[config.mk]
export PLATFORM = sky130hd
export DESIGN_NAME = uart_rx_fifo
export DESIGN_NICKNAME = d
export VERILOG_FILES = /design/src/rtl/uart_rx_fifo.sv
export SDC_FILE = /design/constraint.sdc
export NUM_CORES = 1
export LEC_CHECK = 0
export CORE_ASPECT_RATIO = 1.25
export CORE_MARGIN = 3
export CORE_UTILIZATION = 30
export CTS_CLUSTER_SIZE = 12
export DETAILED_ROUTE_END_ITERATION = 8
export DONT_BUFFER_PORTS = 1
export MAX_ROUTING_LAYER = met4
export PLACE_DENSITY_LB_ADDON = 0.08
export SLEW_MARGIN = 20
export SYNTH_ARGS = -nofsm -noshare
export SYNTH_HDL_FRONTEND = slang
export SYNTH_SLANG_ARGS = --single-unit
[constraint.sdc]
create_clock -name clk -period 3.2 [get_ports clk]
set_input_delay 0.32 -clock clk [delete_from_list [all_inputs] [get_ports clk]]
set_output_delay 0.32 -clock clk [all_outputs]
set_load 0.1 [all_outputs]
[src/rtl/uart_rx_fifo.sv]
// UART receiver (8N1; 8E1 when UART_RX_PARITY_EN is defined) feeding a
// 2^DEPTH_LOG2-entry byte FIFO with sticky framing/overflow error flags.
module uart_rx_fifo #(
    parameter int CLKS_PER_BIT = 434,
    parameter int DEPTH_LOG2   = 5
) (
    input  logic       clk,
    input  logic       reset,
    input  logic       rx_serial,
    input  logic       rd_en,
    output logic [7:0] rd_data,
    output logic       rd_valid,
    output logic       empty,
    output logic       full,
    output logic       frame_err,
    output logic       overflow,
`ifdef UART_RX_PARITY_EN
    output logic       parity_err,
`endif
    input  logic       err_clr
);
    localparam int CW    = $clog2(CLKS_PER_BIT);
    localparam int DEPTH = 1 << DEPTH_LOG2;
    localparam logic [CW-1:0]         HALF_M1   = CW'(CLKS_PER_BIT / 2 - 1);
    localparam logic [CW-1:0]         FULL_M1   = CW'(CLKS_PER_BIT - 1);
    localparam logic [DEPTH_LOG2:0]   DEPTH_CNT = (DEPTH_LOG2 + 1)'(DEPTH);

    typedef enum logic [2:0] {
        S_IDLE,
        S_START,
        S_DATA,
        S_STOP,
        S_WAIT_HIGH
`ifdef UART_RX_PARITY_EN
        , S_PARITY
`endif
    } state_t;

    // ---------------- input synchronizer ----------------
    logic sync1_q, sync2_q;
    logic rx_s;

    always_ff @(posedge clk or posedge reset) begin
        if (reset) begin
            sync1_q <= 1'b1;
            sync2_q <= 1'b1;
        end else begin
            sync1_q <= rx_serial;
            sync2_q <= sync1_q;
        end
    end

    assign rx_s = sync2_q;

    // ---------------- receiver FSM ----------------
    state_t          state_q, state_d;
    logic [CW-1:0]   cnt_q, cnt_d;
    logic [2:0]      bit_idx_q, bit_idx_d;
    logic [7:0]      shift_q, shift_d;
    logic            push_req;
    logic            frame_set;
`ifdef UART_RX_PARITY_EN
    logic            par_bad_q, par_bad_d;
    logic            parity_set;
`endif

    always_comb begin
        state_d   = state_q;
        cnt_d     = cnt_q + CW'(1);
        bit_idx_d = bit_idx_q;
        shift_d   = shift_q;
        push_req  = 1'b0;
        frame_set = 1'b0;
`ifdef UART_RX_PARITY_EN
        par_bad_d  = par_bad_q;
        parity_set = 1'b0;
`endif
        case (state_q)
            S_IDLE: begin
                cnt_d = '0;
                if (!rx_s) begin
                    state_d   = S_START;
                    bit_idx_d = 3'd0;
`ifdef UART_RX_PARITY_EN
                    par_bad_d = 1'b0;
`endif
                end
            end
            S_START: begin
                // Mid-start re-check: a line that is high again was a glitch.
                if (cnt_q == HALF_M1) begin
                    cnt_d   = '0;
                    state_d = rx_s ? S_IDLE : S_DATA;
                end
            end
            S_DATA: begin
                if (cnt_q == FULL_M1) begin
                    cnt_d     = '0;
                    shift_d   = {rx_s, shift_q[7:1]};
                    bit_idx_d = bit_idx_q + 3'd1;
                    if (bit_idx_q == 3'd7) begin
`ifdef UART_RX_PARITY_EN
                        state_d = S_PARITY;
`else
                        state_d = S_STOP;
`endif
                    end
                end
            end
`ifdef UART_RX_PARITY_EN
            S_PARITY: begin
                if (cnt_q == FULL_M1) begin
                    cnt_d      = '0;
                    par_bad_d  = ^{shift_q, rx_s};
                    parity_set = ^{shift_q, rx_s};
                    state_d    = S_STOP;
                end
            end
`endif
            S_STOP: begin
                if (cnt_q == FULL_M1) begin
                    cnt_d = '0;
                    if (rx_s) begin
`ifdef UART_RX_PARITY_EN
                        push_req = ~par_bad_q;
`else
                        push_req = 1'b1;
`endif
                        state_d  = S_IDLE;
                    end else begin
                        frame_set = 1'b1;
                        state_d   = S_WAIT_HIGH;
                    end
                end
            end
            S_WAIT_HIGH: begin
                // A held break raises exactly one framing error.
                cnt_d = '0;
                if (rx_s) state_d = S_IDLE;
            end
            default: begin
                cnt_d   = '0;
                state_d = S_IDLE;
            end
        endcase
    end

    always_ff @(posedge clk or posedge reset) begin
        if (reset) begin
            state_q   <= S_IDLE;
            cnt_q     <= '0;
            bit_idx_q <= 3'd0;
            shift_q   <= 8'd0;
`ifdef UART_RX_PARITY_EN
            par_bad_q <= 1'b0;
`endif
        end else begin
            state_q   <= state_d;
            cnt_q     <= cnt_d;
            bit_idx_q <= bit_idx_d;
            shift_q   <= shift_d;
`ifdef UART_RX_PARITY_EN
            par_bad_q <= par_bad_d;
`endif
        end
    end

    // ---------------- FIFO ----------------
    logic [7:0]            mem_q [DEPTH];
    logic [DEPTH_LOG2-1:0] wr_ptr_q, wr_ptr_d;
    logic [DEPTH_LOG2-1:0] rd_ptr_q, rd_ptr_d;
    logic [DEPTH_LOG2:0]   count_q, count_d;
    logic                  empty_q, empty_d;
    logic                  full_q, full_d;
    logic [7:0]            rd_data_q, rd_data_d;
    logic                  rd_valid_q, rd_valid_d;
    logic                  frame_err_q, frame_err_d;
    logic                  overflow_q, overflow_d;
    logic                  do_pop, do_push, ovf_set;
`ifdef UART_RX_PARITY_EN
    logic                  parity_err_q, parity_err_d;
`endif

    always_comb begin
        do_pop  = rd_en & ~empty_q;
        // A pop in the same cycle frees the slot, so a push at full is legal then.
        do_push = push_req & (~full_q | do_pop);
        ovf_set = push_req & full_q & ~do_pop;

        wr_ptr_d = wr_ptr_q + DEPTH_LOG2'(do_push);
        rd_ptr_d = rd_ptr_q + DEPTH_LOG2'(do_pop);
        count_d  = count_q;
        case ({do_push, do_pop})
            2'b10:   count_d = count_q + (DEPTH_LOG2 + 1)'(1);
            2'b01:   count_d = count_q - (DEPTH_LOG2 + 1)'(1);
            default: count_d = count_q;
        endcase
        empty_d = (count_d == '0);
        full_d  = (count_d == DEPTH_CNT);

        rd_data_d  = do_pop ? mem_q[rd_ptr_q] : rd_data_q;
        rd_valid_d = do_pop;

        // Clear wins over a same-cycle set.
        frame_err_d = ~err_clr & (frame_err_q | frame_set);
        overflow_d  = ~err_clr & (overflow_q | ovf_set);
`ifdef UART_RX_PARITY_EN
        parity_err_d = ~err_clr & (parity_err_q | parity_set);
`endif
    end

    always_ff @(posedge clk) begin
        if (do_push) mem_q[wr_ptr_q] <= shift_q;
    end

    always_ff @(posedge clk or posedge reset) begin
        if (reset) begin
            wr_ptr_q    <= '0;
            rd_ptr_q    <= '0;
            count_q     <= '0;
            empty_q     <= 1'b1;
            full_q      <= 1'b0;
            rd_data_q   <= 8'd0;
            rd_valid_q  <= 1'b0;
            frame_err_q <= 1'b0;
            overflow_q  <= 1'b0;
`ifdef UART_RX_PARITY_EN
            parity_err_q <= 1'b0;
`endif
        end else begin
            wr_ptr_q    <= wr_ptr_d;
            rd_ptr_q    <= rd_ptr_d;
            count_q     <= count_d;
            empty_q     <= empty_d;
            full_q      <= full_d;
            rd_data_q   <= rd_data_d;
            rd_valid_q  <= rd_valid_d;
            frame_err_q <= frame_err_d;
            overflow_q  <= overflow_d;
`ifdef UART_RX_PARITY_EN
            parity_err_q <= parity_err_d;
`endif
        end
    end

    assign rd_data   = rd_data_q;
    assign rd_valid  = rd_valid_q;
    assign empty     = empty_q;
    assign full      = full_q;
    assign frame_err = frame_err_q;
    assign overflow  = overflow_q;
`ifdef UART_RX_PARITY_EN
    assign parity_err = parity_err_q;
`endif

endmodule

; ---- Word level (Yosys, flattened, before mapping)
; Memories as Yosys holds them, arrays and structs flattened. A register that Yosys moved wholly into a read port is not among the register bits.
; Cells that the tools add are included.
[op_classes]
bitwise = 13
n_reduce_logical = 7
add_sub_neg = 6
eq_ne = 16
n_mux = 24
[ops]
columns = cell, n
row1 = $mux 3, 9
row2 = $mux 9, 2
row3 = $pmux 9 s2, 1
row4 = $pmux 3 s5, 1
row5 = $ne 2x2->1 const B, 6
row6 = $pmux 6 s2, 1
row7 = $add 5x1->5, 2
row8 = $add 9x1->9 const B, 1
row9 = $eq 9x8->1 const B, 1
row10 = $eq 9x9->1 const B, 1
row11 = $mux 1, 8
row12 = $add 6x1->6 const B, 1
row13 = $and 1x1->1, 6
row14 = $eq 3x2->1 const B, 2
row15 = $eq 3x3->1 const B, 2
row16 = $eq 6x6->1 const B, 1
row17 = $logic_not 6->1, 1
row18 = $pmux 3 s2, 1
row19 = $reduce_and 6->1, 1
row20 = $sub 6x1->6 const B, 1
row21 = $not 1->1, 4
row22 = $add 3x1->3 const B, 1
row23 = $eq 3x1->1 const B, 1
row24 = $logic_not 3->1, 1
row25 = 8 further kinds, 10
[totals]
reg_bits = 46
output_inout_bits = 13
wordCells = 81
memories = 1
in_bits = 5
ramBits = 256
[memory_table]
columns = memory, depth, word_bits, read_ports, rd_ports_with_merged_regs, wr, line_no
row1 = mem_q, 32, 8, 1, 1, 1, 169  ; logic [7:0] mem_q [DEPTH];

; ---- Longest topological paths before layout
; Gate-level depths: netlist (run 1).
[logic_depth]
ltp_word = 7
mapped_depth = 14
mapped_depth_nobuf = 13

; ---- Least setup slack after synthesis (run 1)
; No wires, ideal clock.
[synth_path]
path_type = reg2reg
from = register full_q, in the netlist full
to = register full_q, in the netlist full
arrival_ns = 2.978
slack_ns = 0.117
stages_incl_launch_ff = 12
period_less_slack_ns = 3.083
required_time_ns = 3.095
setup_ns = 0.105
cell_sequence = dfrtp_1 -> a2111oi_4 -> inv_2 -> ha_1 -> clkbuf_1 -> xor2_1 -> ha_1 -> a21oi_1 -> mux2i_1 -> xnor2_1 -> o21bai_1 -> nor4b_1
[synth_via]
elab_chain_cells = 6
[synth_lines]
columns = element, line_no
row1 = start: declaration, 174  ; logic full_q, full_d;
row2 = start signal: assignment, 235  ; full_q <= full_d;
row3 = $not 1->1 *, 187  ; do_push = push_req & (~full_q | do_pop);
row4 = $or 1x1->1 *, 187
row5 = $and 1x1->1 *, 187
row6 = $eq 2x1->1 or $eq 2x2->1 (tied branches), 193  ; case ({do_push, do_pop})
row7 = $pmux 6 s2 *, 193
row8 = named net count_d[2], 172  ; logic [DEPTH_LOG2:0] count_q, count_d;
row9 = $eq 6x6->1 *, 199  ; full_d = (count_d == DEPTH_CNT);
row10 = named net full_d, 174
; The timed path passes the listed nets; every way through them passes the cells marked *.
; A chain may end at the register's enable or synchronous reset.

==> impl_results.md, run 1 <==
* Place WS at 129 ps
* R2R depth at 6
* Final Instance Count excl. Fillers at roughly 1400
* Hold Slack at approximately 250 ps
* Most common cell after layout, fill and taps aside: edfxtp_1
* Max Root-Sink Buffers at 3
* Gr ovfl total at 0
* DIE WIDTH at 189 µm
* Clock Latency Late Sink at 520 ps
* Synth Register Bits at 310
* Setup TNS at 0 ps
* Synthesized area at ~13000 µm²
* Worst Hold Class: in -> reg
* H-tree lvl count at 2
* WL per Instance at 21.7 µm
* Fin. Hold Viols at 0
* Hold_sp: rd_en
* Hold worst-path end: overflow
* Tmin final at 2960 ps
* Hold path depth at 4
* Status: finished clean
* Starting density of the core at 30.4%
* Max Cap Viol at 0
* TritonCTS clock tree: done
* Slowest stage cell, crit path: a2111oi_0
* Fmax at 0.338 GHz
* Share of cells above drive strength 1 at between 20% and 30%
* Clock sinks at 310
* Util after Layout at 35.6%
* RSZ-0062 raised after global routing: false
* Final instance area at 14700 µm²
* CORE AREA at 41200 µm²
* Root buf cell: clkbuf_16
* Pin count of the biggest net entering global routing at 42
* Async S/R FF share, synth at 17.4%
* CP Cell Sequence: mux4_2 -> mux2i_1 -> nor2_1 -> a2111oi_0 -> buf_4 -> nor3_1
* Synthesized Nets at 729
* Global-route wire length before repair at between 40000 and 50000 µm
* Period utilization at 92.5%
* Worst r2r src: rd_ptr_q[0]
* Cells after Synth at roughly 700
* Max Fanout on Critical Path at 17
* Detailed-route wire length at slightly below 30000 µm
* Buffers on Ports at 0
* Ports at 18
* Worst Path Arrival at 3350 ps
* Yosys Warn Count at 0
* Die area at 44300 µm²
* Drt first pass iters at 5
* Overall routing resource usage at 14.1%
* Antenna violations before repair at 0
* Final Setup Violations at 0
* Number of global-route vias before repair at 6972
* CTS Buf Count at 35
* Sequential area share after synthesis at 72.1%
* Slew headroom at 29.2%
* Post-DP HPWL at between 15000 and 20000 µm
* Inst Count DP at 1289
* Gp weighted congestion at 0.782
* CP Launch Type: flop
* Routed vias at 6551
* Pwr Total at around 11 mW
* Vias per cell at 4.84
* Syn-to-layout area delta at 17.1%
* Postcts setup bufs at 0
* DRC Markers at 0
* Power Density at 754 nW/µm²
* Leak at 5.27 nW
* Worst-margin pin slew at 1040 ps
* Die Span Y at around 230 µm
* Final worst slack at 241 ps
* Primary FF master, synth: edfxtp_1
* Register area at 9050 µm²
* Number of flops mapped to enable cells by yosys at 256
* Std-Cell Rows at slightly above 80
* Diode count at 0
* Placed cell areas at 13500 µm²
* # fillers at 3900
* Peak per-stage delay on the critical path at 880 ps
* Nets at 794
* Final Max Tran Viols at 0
* R2r endpoint: rd_data[6]
* Reg2reg setup slack at 240 ps
* Worst EP required at roughly 3600 ps
* Area of the multi-input gates at around 3300 µm²
* Clock-pin slew of the registers on the worst-case setup and hold paths at 60 ps
* DRT antenna net count at 0
* Initial DRC Count at approximately 460
* Synth cell types at 54
* Critical path class: reg -> reg
* Commonest non-fill, non-tap cells in the layout: edfxtp_1, nor2_1, buf_4
* Maximum vdd drop at 0.000377 V
* Worst Setup End Kind: flop
* Average cell area after synthesis at 17.6 µm²
* Clock skew at 15.9 ps
==> cells by family after synthesis <==
| group | synth area share, % |
|---|---|
| xor gates and xnor gates | 1.19 |
| DFF | 72.1 |
| and+or+nand+nor | 6.33 |
| AOI/OAI and AO/OA | 3.91 |
| adders and majority gates | 1.20 |
| buffers and inverters | 1.94 |
| muxes | 13.3 |
==> power breakdown <==
part	internal, mW	leakage, nW	total (mW)	switching (mW)
sequential	4.44	3.27	5.11	0.662
combinational	1.04	1.46	2.13	1.10
clock	2.30	0.542	3.83	1.53
total	7.78	5.27	11.1	3.29
==> routing by layer <==
layer	vias up	part of all wire, %	wire, µm	GRT usage (%)
met5	-	0	0	-
met4	0	2.8	811	4.47
met3	58	3.8	1130	2.25
met2	141	50	14700	23.6
met1	3409	44	12800	17.6
li1	2943	-	-	-
==> what timing repair did <==
action / CTS / global route
setup endpoints to repair: 0 / 2
endpoints found under the hold margin: 40 / 0
resized for setup: 0 / 2
hold buffers: 3 / 0
==> worst max path at each step <==
stage,endpoint,start,cells after the start
floorplan,full,full,11
global placement,rd_data[6],rd_ptr_q[0],6
detailed placement,rd_data[6],rd_ptr_q[0],6
CTS,rd_data[6],rd_ptr_q[0],6
global route,full,cnt_q[1],13
finish,rd_data[6],rd_ptr_q[0],6
==> area by class of cell <==
| class | count | area share (%) |
|---|---|---|
| repair buffers | 64 | 3.58 |
| clock buffers | 48 | 6.65 |
| clock inverters | 13 | 0.861 |
| flip-flops and latches | 310 | 61.6 |
| inverters | 14 | 0.358 |
| multi-input cells | 352 | 22.2 |
| well taps | 552 | 4.70 |
==> Yosys cell counts, types with 8 or more instances <==
cell / instances / area share [%]
mux2_2: 8 / 0.72
nor3_1: 20 / 0.80
a2111oi_0: 16 / 1.1
xnor2_1: 10 / 0.70
nor2_1: 59 / 1.8
nand2_1: 18 / 0.54
clkbuf_1: 19 / 0.57
nand3_1: 14 / 0.56
inv_1: 13 / 0.39
buf_2: 8 / 0.32
mux4_2: 48 / 8.6
mux2i_1: 50 / 4.0
o22ai_1: 18 / 0.90
ha_1: 12 / 1.2
dfrtp_1: 51 / 10
edfxtp_1: 256 / 61
==> state kept, by name, summed over array words and instances (netlist names) <==
register and count:
mem_q 256, cnt_q 9, rd_data 8, shift_q 8
count_q 6, rd_ptr_q 5, wr_ptr_q 5, bit_idx_q 3
state_q 3, empty 1, frame_err 1, full 1
overflow 1, rd_valid 1, rx_s 1, sync1_q 1
==> worst max-delay path: cells and delay by family (launching register included) <==
kind                   cells  cell delay [ps]
AOI/OAI and AO/OA          1              880
muxes                      2              870
DFF                        1              690
buffers and inverters      1              240
and+or+nand+nor            2              130
No activity file was read; power rests on OpenSTA's default activity.
==> inputs of run 2 (changes only) <==
--- a/config.mk
+++ b/config.mk
@@ -8,6 +8,7 @@
 export CORE_ASPECT_RATIO = 1.25
 export CORE_MARGIN = 3
 export CORE_UTILIZATION = 30
+export CTS_CLUSTER_DIAMETER = 60
 export CTS_CLUSTER_SIZE = 12
 export DETAILED_ROUTE_END_ITERATION = 8
 export DONT_BUFFER_PORTS = 1
==> run 2 against run 1 <==
First-iteration DRC count is 2.4% lower. Cell count is 0.22% lower. Total power decreased by 4.1%. Utilization fell by 0.41 points.
==> impl_results.md, run 2 (synthesis gave the netlist of run 1 again) <==
* Status: finished clean
* CP Launch Type: flop
* Top sig layer: met4
* Max Root-Sink Buffers at 3
* Diode count at 0
* CP delay by family, top: compound AO/OA/AOI/OAI gates
* Global-route wire length before repair at 44600 µm
* Die area at 44300 µm²
* Slew headroom at between 20 and 30%
* Met3 WL at 1000 µm
* Drt first pass iters at 5
* Peak per-stage delay on the critical path at 880 ps
* WL per Instance at 21.7 µm
* Critical path class: reg -> reg
* Worst Setup End Kind: flop
* Vias per cell at 4.83
* Clock sinks at 310
* Clock skew at 15.0 ps
* Final instance area at between 10000 and 15000 µm²
* Flip-flop count of the largest register after layout at 256
* Syn-to-layout area delta at 15.8%
* Buffers on Ports at 0
* Placed cell areas at 13500 µm²
* Share of cells above drive strength 1 at 22.2%
* Detailed-route wire length at a little under 30000 µm
* Worst path buffer plus inverter count at 1
* Maximum vdd drop at about 0.0004 V
* Initial DRC Count at 452
* Post-DP HPWL at around 19000 µm
* DRT antenna net count at 0
* Overall routing resource usage at 13.9%
* TritonCTS clock tree: done
* Worst Path Arrival at 3370 ps
* Setup TNS at 0 ps
* Power Density at approximately 730 nW/µm²
* DIE WIDTH at 189 µm
* Tmin final at 2940 ps
* CTS Buf Count at 31
* CORE AREA at around 41000 µm²
* Gp weighted congestion at ~0.8
* Die Span Y at between 200 and 250 µm
* Commonest non-fill, non-tap cells in the layout: edfxtp_1, nor2_1, buf_4
* DRC Markers at 0
* Antenna violations before repair at 0
* Nets at 790
* Number of global-route vias before repair at between 6000 and 7000
* Worst Hold Class: in -> reg
* Most common cell after layout, fill and taps aside: edfxtp_1
* Pin count of the biggest net entering global routing at 42
* Clock Latency Late Sink at between 500 and 600 ps
* Fin. Hold Viols at 0
* Std-Cell Rows at between 80 and 90
* CP Cell Sequence: mux4_2 -> mux2i_1 -> nor2_1 -> a2111oi_0 -> buf_4 -> nor3_1
* Final Max Tran Viols at 0
* RSZ-0062 raised after global routing: false
* Period utilization at a little over 90%
* Routed vias at 6523
* Clock-pin slew of the registers on the worst-case setup and hold paths at 60 ps
* Leak at approximately 5.2 nW
* Slowest stage cell, crit path: a2111oi_0
* Starting density of the core at between 30% and 40%
* Max Cap Viol at 0
* Max Fanout on Critical Path at 17
* Final Setup Violations at 0
* Worst-margin pin slew at just over 1000 ps
* Gr ovfl total at 0
* H-tree lvl count at 1
* # fillers at 3915
* Most flops, register: mem_q
* Fmax at 0.340 GHz
* Met2 WL at 14600 µm
* Post-Route M1 WL at 12900 µm
* Worst EP required at 3630 ps
* Biggest regs: mem_q x256, cnt_q x9
* Ports at 18
* Root buf cell: clkbuf_16
[run 2: changes by cell type in the layout (fill, tap and decap cells not counted), sizes merged]
cell,change
clkinv,-7
clkbuf,+5
bufinv,-1
[run 2: timing repair]
action,4_1_cts,5_1_grt
endpoints found under the hold margin,40,0
setup buffers,0,0
endpoints found under the setup margin,0,2
gates resized for setup,0,2
hold buffers,3,0
[run 2: per-layer routing]
layer / up-vias / GRT usage (%)
met5: - / -
met4: 0 / 4.40
met3: 41 / 1.76
met2: 122 / 23.5
met1: 3419 / 17.7
li1: 2941 / -
[run 2: path summary, 6_finish.rpt]
path                       depth (start not counted)         end         from  slack (ps)
max                                                6  rd_data[6]  rd_ptr_q[0]         260
min                                                4    overflow        rd_en         210
max reg2reg                                        6  rd_data[6]  rd_ptr_q[0]         260
min reg2reg                                        0        rx_s      sync1_q         360
max in group asynchronous                          3  shift_q[2]        reset        2010
min in group asynchronous                          2        full        reset         420
[run 2: worst min-delay path, cell delays in order]
cell	delay [ps]
nand2b_1	110
nand2_1	120
or3_1	120
a21oi_1	60
[run 2: cell type report]
type                            count  area [µm²]  share of cell area (%)
Clock buffer                       53         872                    6.01
Clock inverter                      5        61.3                   0.422
Inverter                           14        52.6                   0.362
Multi-Input combinational cell    352        3260                    22.5
Sequential cell                   310        9050                    62.3
Tap cell                          552         691                    4.76
Timing Repair Buffer               64         526                    3.62
[run 2: where the power goes]
part | internal, mW | switching [mW]
Combinational | 1.04 | 1.09
Clock | 1.93 | 1.46
Sequential | 4.44 | 0.663
Total | 7.41 | 3.21
[run 2: through the flow]
stage                     util [%]  hold slack, ps  std cells  setup slack (ps)  total power, mW
after global placement        32.8             325       1289               124             7.38
after floorplan                  -             324        712               117             6.70
after CTS                     35.2             183       1350               115             10.8
after detailed placement      32.8             325       1289               129             7.38
after global routing          35.2             221       1350              18.4             11.2
final                         35.2             207       1350               255             10.6
==> inputs of run 3 (changes only) <==
--- a/config.mk
+++ b/config.mk
@@ -5,6 +5,7 @@
 export SDC_FILE = /design/constraint.sdc
 export NUM_CORES = 1
 export LEC_CHECK = 0
+export ABC_CLOCK_PERIOD_IN_PS = 3200
 export CORE_ASPECT_RATIO = 1.25
 export CORE_MARGIN = 3
 export CORE_UTILIZATION = 30
==> results of run 3 <==
Final layout, timing and power as in run 2 (identical DEF).
